[src/rtl/lcd_position_set_if.sv]
// Byte bus between the position-setting stage and the LCD byte driver.
// Valid/ready: a byte moves on a cycle with wr_req=1 and wr_ready=1; while wr_req=1
// and wr_ready=0 the master holds wr_req, wr_dc and wr_data stable.
interface lcd_position_set_if;
  logic       wr_req;
  logic       wr_dc;
  logic [7:0] wr_data;
  logic       wr_ready;

  modport master (output wr_req, output wr_dc, output wr_data, input wr_ready);
  modport slave  (input wr_req, input wr_dc, input wr_data, output wr_ready);
endinterface

[src/rtl/lcd_position_set.sv]
// Latches a drawing window on the rising edge of position_en and emits the
// CASET / RASET / RAMWR window sequence one byte at a time, then pulses position_finish.
module lcd_position_set #(
  parameter int          H_RES     = 240,
  parameter int          V_RES     = 320,
  parameter int          COORD_W   = 16,
  parameter logic [7:0]  CMD_CASET = 8'h2A,
  parameter logic [7:0]  CMD_RASET = 8'h2B,
  parameter logic [7:0]  CMD_RAMWR = 8'h2C
) (
  input  logic               clk,
  input  logic               rst,
  input  logic               position_en,
  input  logic [COORD_W-1:0] x_start,
  input  logic [COORD_W-1:0] x_end,
  input  logic [COORD_W-1:0] y_start,
  input  logic [COORD_W-1:0] y_end,
  lcd_position_set_if.master wr,
  output logic               busy,
  output logic               position_finish,
  output logic [31:0]        pix_total,
  output logic [1:0]         dbg_state
);

  typedef enum logic [1:0] {S_IDLE, S_LATCH, S_SEND, S_DONE} state_t;

  localparam logic [COORD_W-1:0] X_MAX    = COORD_W'(H_RES - 1);
  localparam logic [COORD_W-1:0] Y_MAX    = COORD_W'(V_RES - 1);
  localparam logic [3:0]         LAST_IDX = 4'd10;

  state_t             state_q, state_n;
  logic               en_q;
  logic [COORD_W-1:0] xs_raw, xe_raw, ys_raw, ye_raw;
  logic [15:0]        xs_q, xe_q, ys_q, ye_q;
  logic [15:0]        xs_n, xe_n, ys_n, ye_n;
  logic [3:0]         idx_q, idx_n;
  logic               req_q, req_n, dc_q, dc_n, fin_n;
  logic [7:0]         data_q, data_n;
  logic [31:0]        pix_n, pix_calc, w_x, w_y;
  logic               capture, norm_load;
  logic [8:0]         next_byte;

  function automatic logic [15:0] clamp16(input logic [COORD_W-1:0] v,
                                          input logic [COORD_W-1:0] lim);
    return 16'((v > lim) ? lim : v);
  endfunction

  // {dc, data} for sequence position i, built from the normalised window
  function automatic logic [8:0] byte_sel(input logic [3:0] i,
                                          input logic [15:0] xs, input logic [15:0] xe,
                                          input logic [15:0] ys, input logic [15:0] ye);
    case (i)
      4'd0:    return {1'b0, CMD_CASET};
      4'd1:    return {1'b1, xs[15:8]};
      4'd2:    return {1'b1, xs[7:0]};
      4'd3:    return {1'b1, xe[15:8]};
      4'd4:    return {1'b1, xe[7:0]};
      4'd5:    return {1'b0, CMD_RASET};
      4'd6:    return {1'b1, ys[15:8]};
      4'd7:    return {1'b1, ys[7:0]};
      4'd8:    return {1'b1, ye[15:8]};
      4'd9:    return {1'b1, ye[7:0]};
      default: return {1'b0, CMD_RAMWR};
    endcase
  endfunction

  // Swap reversed bounds first, then clamp each to the panel edge
  always_comb begin
    xs_n = clamp16((xs_raw > xe_raw) ? xe_raw : xs_raw, X_MAX);
    xe_n = clamp16((xs_raw > xe_raw) ? xs_raw : xe_raw, X_MAX);
    ys_n = clamp16((ys_raw > ye_raw) ? ye_raw : ys_raw, Y_MAX);
    ye_n = clamp16((ys_raw > ye_raw) ? ys_raw : ye_raw, Y_MAX);
    w_x  = {16'd0, xe_n} - {16'd0, xs_n} + 32'd1;
    w_y  = {16'd0, ye_n} - {16'd0, ys_n} + 32'd1;
    pix_calc = w_x * w_y;
  end

  assign next_byte = byte_sel(idx_q + 4'd1, xs_q, xe_q, ys_q, ye_q);

  always_comb begin
    state_n   = state_q;
    idx_n     = idx_q;
    req_n     = req_q;
    dc_n      = dc_q;
    data_n    = data_q;
    fin_n     = 1'b0;
    pix_n     = pix_total;
    capture   = 1'b0;
    norm_load = 1'b0;
    case (state_q)
      S_IDLE: begin
        if (position_en && !en_q) begin
          capture = 1'b1;
          state_n = S_LATCH;
        end
      end
      S_LATCH: begin
        norm_load = 1'b1;
        pix_n     = pix_calc;
        state_n   = S_SEND;
        idx_n     = 4'd0;
        req_n     = 1'b1;
        dc_n      = 1'b0;
        data_n    = CMD_CASET;
      end
      S_SEND: begin
        // Decisions happen only on a transfer so an offered byte is never withdrawn
        if (req_q && wr.wr_ready) begin
          if (idx_q == LAST_IDX) begin
            state_n = S_DONE;
            req_n   = 1'b0;
            dc_n    = 1'b0;
            data_n  = 8'h00;
            fin_n   = 1'b1;
          end else if (!position_en) begin
            state_n = S_IDLE;
            req_n   = 1'b0;
            dc_n    = 1'b0;
            data_n  = 8'h00;
          end else begin
            idx_n          = idx_q + 4'd1;
            {dc_n, data_n} = next_byte;
          end
        end
      end
      S_DONE: begin
        state_n = S_IDLE;
      end
      default: state_n = S_IDLE;
    endcase
  end

  always_ff @(posedge clk) begin
    if (rst) begin
      state_q         <= S_IDLE;
      en_q            <= 1'b0;
      idx_q           <= 4'd0;
      req_q           <= 1'b0;
      dc_q            <= 1'b0;
      data_q          <= 8'h00;
      busy            <= 1'b0;
      position_finish <= 1'b0;
      pix_total       <= 32'd0;
      xs_raw          <= '0;
      xe_raw          <= '0;
      ys_raw          <= '0;
      ye_raw          <= '0;
      xs_q            <= 16'd0;
      xe_q            <= 16'd0;
      ys_q            <= 16'd0;
      ye_q            <= 16'd0;
    end else begin
      state_q         <= state_n;
      en_q            <= position_en;
      idx_q           <= idx_n;
      req_q           <= req_n;
      dc_q            <= dc_n;
      data_q          <= data_n;
      busy            <= (state_n != S_IDLE);
      position_finish <= fin_n;
      pix_total       <= pix_n;
      if (capture) begin
        xs_raw <= x_start;
        xe_raw <= x_end;
        ys_raw <= y_start;
        ye_raw <= y_end;
      end
      if (norm_load) begin
        xs_q <= xs_n;
        xe_q <= xe_n;
        ys_q <= ys_n;
        ye_q <= ye_n;
      end
    end
  end

  assign wr.wr_req  = req_q;
  assign wr.wr_dc   = dc_q;
  assign wr.wr_data = data_q;
  assign dbg_state  = state_q;

endmodule

[src/flat_wrapper.sv]
// flat-port wrapper written by rule: the top's interface ports become plain ports
module lcd_position_set_flat 
#(
  parameter int          H_RES     = 240,
  parameter int          V_RES     = 320,
  parameter int          COORD_W   = 16,
  parameter logic [7:0]  CMD_CASET = 8'h2A,
  parameter logic [7:0]  CMD_RASET = 8'h2B,
  parameter logic [7:0]  CMD_RAMWR = 8'h2C
)
  (clk, rst, position_en, x_start, x_end, y_start, y_end, busy, position_finish, pix_total, dbg_state, wr_wr_req, wr_wr_dc, wr_wr_data, wr_wr_ready);
  lcd_position_set_if wr_i ();
  input  logic clk;
  input  logic rst;
  input  logic position_en;
  input  logic [COORD_W-1:0] x_start;
  input  logic [COORD_W-1:0] x_end;
  input  logic [COORD_W-1:0] y_start;
  input  logic [COORD_W-1:0] y_end;
  output logic busy;
  output logic position_finish;
  output logic [31:0] pix_total;
  output logic [1:0] dbg_state;
  output wire logic [$bits(wr_i.wr_req)-1:0] wr_wr_req;
  output wire logic [$bits(wr_i.wr_dc)-1:0] wr_wr_dc;
  output wire logic [$bits(wr_i.wr_data)-1:0] wr_wr_data;
  input wire logic [$bits(wr_i.wr_ready)-1:0] wr_wr_ready;
  assign wr_wr_req = wr_i.wr_req;
  assign wr_wr_dc = wr_i.wr_dc;
  assign wr_wr_data = wr_i.wr_data;
  assign wr_i.wr_ready = wr_wr_ready;
  lcd_position_set #(.H_RES(H_RES), .V_RES(V_RES), .COORD_W(COORD_W), .CMD_CASET(CMD_CASET), .CMD_RASET(CMD_RASET), .CMD_RAMWR(CMD_RAMWR)) u_core (.clk(clk), .rst(rst), .position_en(position_en), .x_start(x_start), .x_end(x_end), .y_start(y_start), .y_end(y_end), .wr(wr_i), .busy(busy), .position_finish(position_finish), .pix_total(pix_total), .dbg_state(dbg_state));
endmodule
[config.mk]
export PLATFORM = sky130hd
export DESIGN_NAME = lcd_position_set_flat
export DESIGN_NICKNAME = d
export VERILOG_FILES = /design/src/rtl/lcd_position_set_if.sv /design/src/rtl/lcd_position_set.sv /design/src/flat_wrapper.sv
export SDC_FILE = /design/constraint.sdc
export NUM_CORES = 1
export LEC_CHECK = 0
export ABC_AREA = 1
export CAP_MARGIN = 20
export CORE_UTILIZATION = 55
export CTS_CLUSTER_DIAMETER = 120
export DETAILED_ROUTE_END_ITERATION = 10
export PLACE_DENSITY = 0.77
export SLEW_MARGIN = 0
export SYNTH_ARGS = -nofsm -noshare
export SYNTH_HDL_FRONTEND = slang
export SYNTH_SLANG_ARGS = --single-unit
[constraint.sdc]
create_clock -name clk -period 14.8 [get_ports clk]
set_input_delay 2.96 -clock clk [delete_from_list [all_inputs] [get_ports clk]]
set_output_delay 2.96 -clock clk [all_outputs]
set_load 0.01 [all_outputs]
==> impl_metrics.yaml, run 1 <==
outcome:
  status: "finished clean"
drt:
  vias: 23350
  wl_um: 72230
  via_per_inst: 5.244
  detail_route.wl_per_cell_um: 16.22
  first_iter_violations: 1324
  drtAntennaViolNets: 0
  drc: 0
  dr.pass1.iters: 8
sta:
  rsz0062_at_grt: "false"
  finalMaxSlewViolations: 0
  min_period_ns: 13.03
  finalClockSkew_ns: 0.01592
  setup_violations: 0
  fin_tns_setup_ns: 0
  fin_crit_sh_pct: 88.07
  worstMarginPinSlew_ns: 0.9924
  fin_hold_ws_ns: 0.4376
  hold_viol_final: 0
  slew-limit-headroom_pct: 33.68
  fmaxAchievable_mhz: 76.72
grt:
  grt_overflow: 0
  antenna_found_initial: 0
  grt_pass1_wl_um: 117600
  first_global_vias: 23530
  grt_max_degree: 121
  grtUsageTotal_pct: 29.72
setup_path:
  critPathKind: "reg -> reg"
  cp_max_fo: 36
  crit_slowest_cell: "inv_1"
  rrSetupSlack_ns: 1.77
  worstSetupEndpointType: "register"
  required_ns: 15.14
  arrival_ns: 13.38
  crit_top_cell: "inv_1"
  max_stage_delay_ns: 0.71
  cp-start-kind: "register"
placed_design:
  gp_congestion: 0.9514
  io_buffers: 113
  hpwlAfterDp_um: 59080
floorplanning:
  die_w_um: 224.2
  start_util_pct: 55.61
  row_count: 81
  pin_count: 114
  dieHeight_um: 224.2
  coreArea_um2: 48850
  die_area_um2: 50280
logic_synthesis:
  ys_async_sr_fraction_pct: 0
  synthCells: 3710
  ys_warn_count: 0
  synth_cell_types: 63
  syn_area_um2: 27160
  synth_edf_count: 0
  synth_seq_cells: 179
  ys_top_cells_by_area: "fa_1, dfxtp_1, inv_1, nand2_1, ha_1"
  yosysTopAreaCell: "fa_1"
  ys_seq_area_share_pct: 13.19
  synth_flop_cell: "dfxtp_1"
  synth_top_area_share_pct: 30.22
  avgSynthCellArea_um2: 7.322
layout:
  nets: 4455
  mostFrequentLayoutCells: "inv_1, nand2_1, nor2_1"
  area_growth_pct: 8.669
  fin_util_pct: 60.43
  drive_gt1_share_pct: 5.253
  fill_cells: 4437
  layout_commonest_cell: "inv_1"
  antenna_cells: 0
clocking:
  clock_sinks: 179
  tritoncts: "yes"
  insertion_delay_ns: 0.45
  numCtsBuffers: 17
  htreeDepth: 4
  cts_hold_buf: 0
  post_cts.repair.setup_buffers: 0
  cts_root_buf: "clkbuf_16"
  clockBufferDepth: 2
  clk_pin_slew_ns: 0.07
  cts_resized: 0
job:
  max_cap_viol_count: 0
worst_hold_path:
  hp-class: "reg -> reg"
==> routing by layer <==
metal  vias up  part of all wire [%]  track usage (%)
li1      11220                     -                -
met1     11070                    40            36.06
met2       836                    48            50.82
met3       217                   6.3            4.442
met4         0                   6.2            16.26
met5         -                     0                0
==> registers in the layout, indices dropped and copies added (netlist names), 2 cells and up <==
name and count:
u_core.ye_raw 16, u_core.xs_raw 16, u_core.pix_total 32, u_core.ys_raw 16, u_core.ye_q 16, u_core.xs_q 16, u_core.ys_q 16, u_core.wr.wr_data 8
u_core.xe_raw 16, u_core.dbg_state 2, u_core.idx_q 4, u_core.xe_q 16
==> cells by family after synthesis <==
group                    count (synthesis)  synth area share (%)
AND/OR/NAND/NOR                       1448                 23.11
buffers and inverters                 1017                 14.25
adder cells (fa/ha/maj)                610                 39.43
AO/OA/AOI/OAI                          407                 8.425
flip-flops                             179                 13.19
XOR/XNOR                                45                 1.479
other                                    2               0.02765
multiplexers                             2               0.08291
==> final cells by class <==
class / count / area, um2 / share of cell area (%)
multi-input cells: 2542 / 19830 / 67.17
flip-flops and latches: 179 / 3583 / 12.14
inverters: 905 / 3397 / 11.51
repair buffers: 132 / 1301 / 4.408
well taps: 664 / 830.8 / 2.815
clock buffers: 19 / 432.9 / 1.467
clock inverters: 11 / 145.1 / 0.4917
==> metrics by stage <==
step	setup slack, ns	area, um2	cells
final	1.765	29520	4452
after global routing	0.9146	29520	4452
after CTS	2.010	29470	4450
after detailed placement	2.051	28890	4420
after global placement	2.192	28890	4420
after floorplan	3.820	27270	3738
==> synth_stat cells, types with 9 or more instances <==
master	count
ha_1	200
nand3_2	17
nand3_1	129
inv_1	862
dfxtp_1	179
nor2_2	19
inv_2	35
fa_1	410
buf_2	9
xor2_1	25
nor3_1	11
nand2_1	726
nand2_2	34
a221oi_1	12
nand4_1	31
a21oi_1	154
xnor2_1	19
buf_1	11
o21ai_0	157
nand3b_1	10
clkbuf_1	86
o22ai_1	29
nor2_1	427
nor2_4	11
==> path summary, 6_finish.rpt <==
path / start / end / cells past startpoint
max: u_core.xe_raw[3] / u_core.pix_total[29] / 53
max reg2reg: u_core.xe_raw[3] / u_core.pix_total[29] / 53
min reg2reg: u_core.xe_q[12] / u_core.xe_q[12] / 2
min: u_core.xe_q[12] / u_core.xe_q[12] / 2
==> worst max-delay path, delay by kind of cell, from the launching register on <==
kind / cells / cell delay (ns)
AO/OA/AOI/OAI: 16 / 3.07
buffers and inverters: 12 / 2.36
AND/OR/NAND/NOR: 12 / 1.86
XOR/XNOR: 1 / 0.15
flip-flops: 1 / 0.31
adder cells (fa/ha/maj): 12 / 5.10
Power of run 1 is not shown: default switching activity piles up to over one toggle a cycle in this logic, so the estimate is an artifact.
==> run 2: changes to the inputs <==
--- a/config.mk
+++ b/config.mk
@@ -7,10 +7,12 @@
 export LEC_CHECK = 0
 export ABC_AREA = 1
 export CAP_MARGIN = 20
-export CORE_UTILIZATION = 55
+export CORE_MARGIN = 1.5
+export CORE_UTILIZATION = 58
 export CTS_CLUSTER_DIAMETER = 120
+export CTS_CLUSTER_SIZE = 40
 export DETAILED_ROUTE_END_ITERATION = 10
-export PLACE_DENSITY = 0.77
+export PLACE_DENSITY = 0.81
 export SLEW_MARGIN = 0
 export SYNTH_ARGS = -nofsm -noshare
 export SYNTH_HDL_FRONTEND = slang
==> run 2 against run 1 <==
  * Via count rose by 0.90%
  * Utilization grew 3.0 points
  * Sequential cell count unchanged
  * Wire length increased by 0.53%
  * Non-clock buffer count decreased by 4
  * Sequential share of layout area hardly changed
  * Global-route usage is 1.5 points higher
  * Worst setup slack worse by 0.22 ns
  * Clock skew down 0.0023 ns
  * Clock-buffer cell count did not move
  * Design area is 0.39% lower
==> impl_metrics.yaml, run 2 (synthesis results as in run 1) <==
floorplanning:
  die_w_um: 219.4
  dieHeight_um: 219.4
  row_count: 79
  die_area_um2: 48140
  pin_count: 114
  start_util_pct: 58.59
  coreArea_um2: 46360
setup_path:
  critPathKind: "reg -> reg"
  max_stage_delay_ns: 0.68
  crit_top_cell: "inv_1"
  cp_max_fo: 36
  arrival_ns: 13.61
  worstSetupEndpointType: "register"
  crit_slowest_cell: "nand2_1"
  required_ns: 15.15
  crit_buf_inv: 11
  cp-start-kind: "register"
  path_delay_family: "adder cells"
sta:
  min_period_ns: 13.25
  fmaxAchievable_mhz: 75.45
  setup_violations: 0
  fin_crit_sh_pct: 89.56
  fin_tns_setup_ns: 0
  finalClockSkew_ns: 0.01364
  hold_viol_final: 0
  fin_hold_ws_ns: 0.4402
  slew-limit-headroom_pct: 29.75
  finalMaxSlewViolations: 0
  worstMarginPinSlew_ns: 1.050
  rsz0062_at_grt: "false"
drt:
  dr.pass1.iters: 7
  first_iter_violations: 1747
  via_per_inst: 5.361
  wl_um: 72610
  detail_route.wl_per_cell_um: 16.53
  drc: 0
  vias: 23560
  drtAntennaViolNets: 0
clocking:
  htreeDepth: 4
  cts_resized: 0
  clock_sinks: 179
  post_cts.repair.setup_buffers: 0
  tritoncts: "yes"
  cts_root_buf: "clkbuf_16"
  cts_hold_buf: 0
  numCtsBuffers: 17
  clk_pin_slew_ns: 0.08
  clockBufferDepth: 2
  insertion_delay_ns: 0.46
placed_design:
  gp_congestion: 0.9872
  io_buffers: 113
  hpwlAfterDp_um: 58750
layout:
  layout_commonest_cell: "inv_1"
  fill_cells: 4041
  mostFrequentLayoutCells: "inv_1, nand2_1, nor2_1"
  drive_gt1_share_pct: 5.230
  area_growth_pct: 8.245
  largest_register_ff_count: 32
  regMostFlops: "u_core.pix_total"
  nets: 4451
grt:
  use_met1_pct: 38.28
  first_global_vias: 23430
  use_met2_pct: 51.99
  grt_overflow: 0
  grt_max_degree: 121
  grtUsageTotal_pct: 31.19
  grtUsageMet3_pct: 5.100
  grt_pass1_wl_um: 117200
  antenna_found_initial: 0
  top_usage_layer: "met2"
job:
  max_cap_viol_count: 0
worst_hold_path:
  hp-class: "reg -> reg"
outcome:
  status: "finished clean"
-- run 2: worst min-delay path: cells and delay by family, from the launching register on --
kind,cells,cell delay [ns]
and+or+nand+nor,1,0.04
buffers and inverters,1,0.06
DFF,1,0.30
-- run 2: area by class of cell --
type	instances	area [um2]	area share (%)
inverters	905	3397	11.55
multi-input cells	2542	19830	67.43
clock buffers	19	442.9	1.506
clock inverters	13	138.9	0.4723
diodes	1	2.502	0.008511
well taps	607	759.5	2.583
flip-flops and latches	179	3583	12.19
repair buffers	128	1251	4.255
-- run 2: metrics by stage --
| stage | area [um2] | std cells | setup slack, ns | utilization, % |
|---|---|---|---|---|
| floorplan | 27270 | 3738 | 3.820 | - |
| global placement | 28790 | 4359 | 2.110 | 62.11 |
| detailed placement | 28790 | 4359 | 1.865 | 62.11 |
| CTS | 29370 | 4391 | 1.781 | 63.36 |
| global route | 29400 | 4393 | 0.6685 | 63.42 |
| finish | 29400 | 4394 | 1.546 | 63.43 |
-- run 2: routing by layer --
metal	vias to the layer above	part of all wire, %	wire length, um
met5	-	0	0
met4	0	6.3	4609
met3	255	7.6	5525
met2	1026	47	33940
met1	11030	39	28540
li1	11250	-	-
-- run 2: path summary, 6_finish.rpt --
path	end	start	cells past startpoint	slack [ns]
worst max-delay path	u_core.pix_total[29]	u_core.xe_raw[3]	52	1.55
worst min-delay path	u_core.xe_q[15]	u_core.xe_q[15]	2	0.44
worst max register to register	u_core.pix_total[29]	u_core.xe_raw[3]	52	1.55
worst min register to register	u_core.xe_q[15]	u_core.xe_q[15]	2	0.44
Power of run 2 is left out for the same reason.
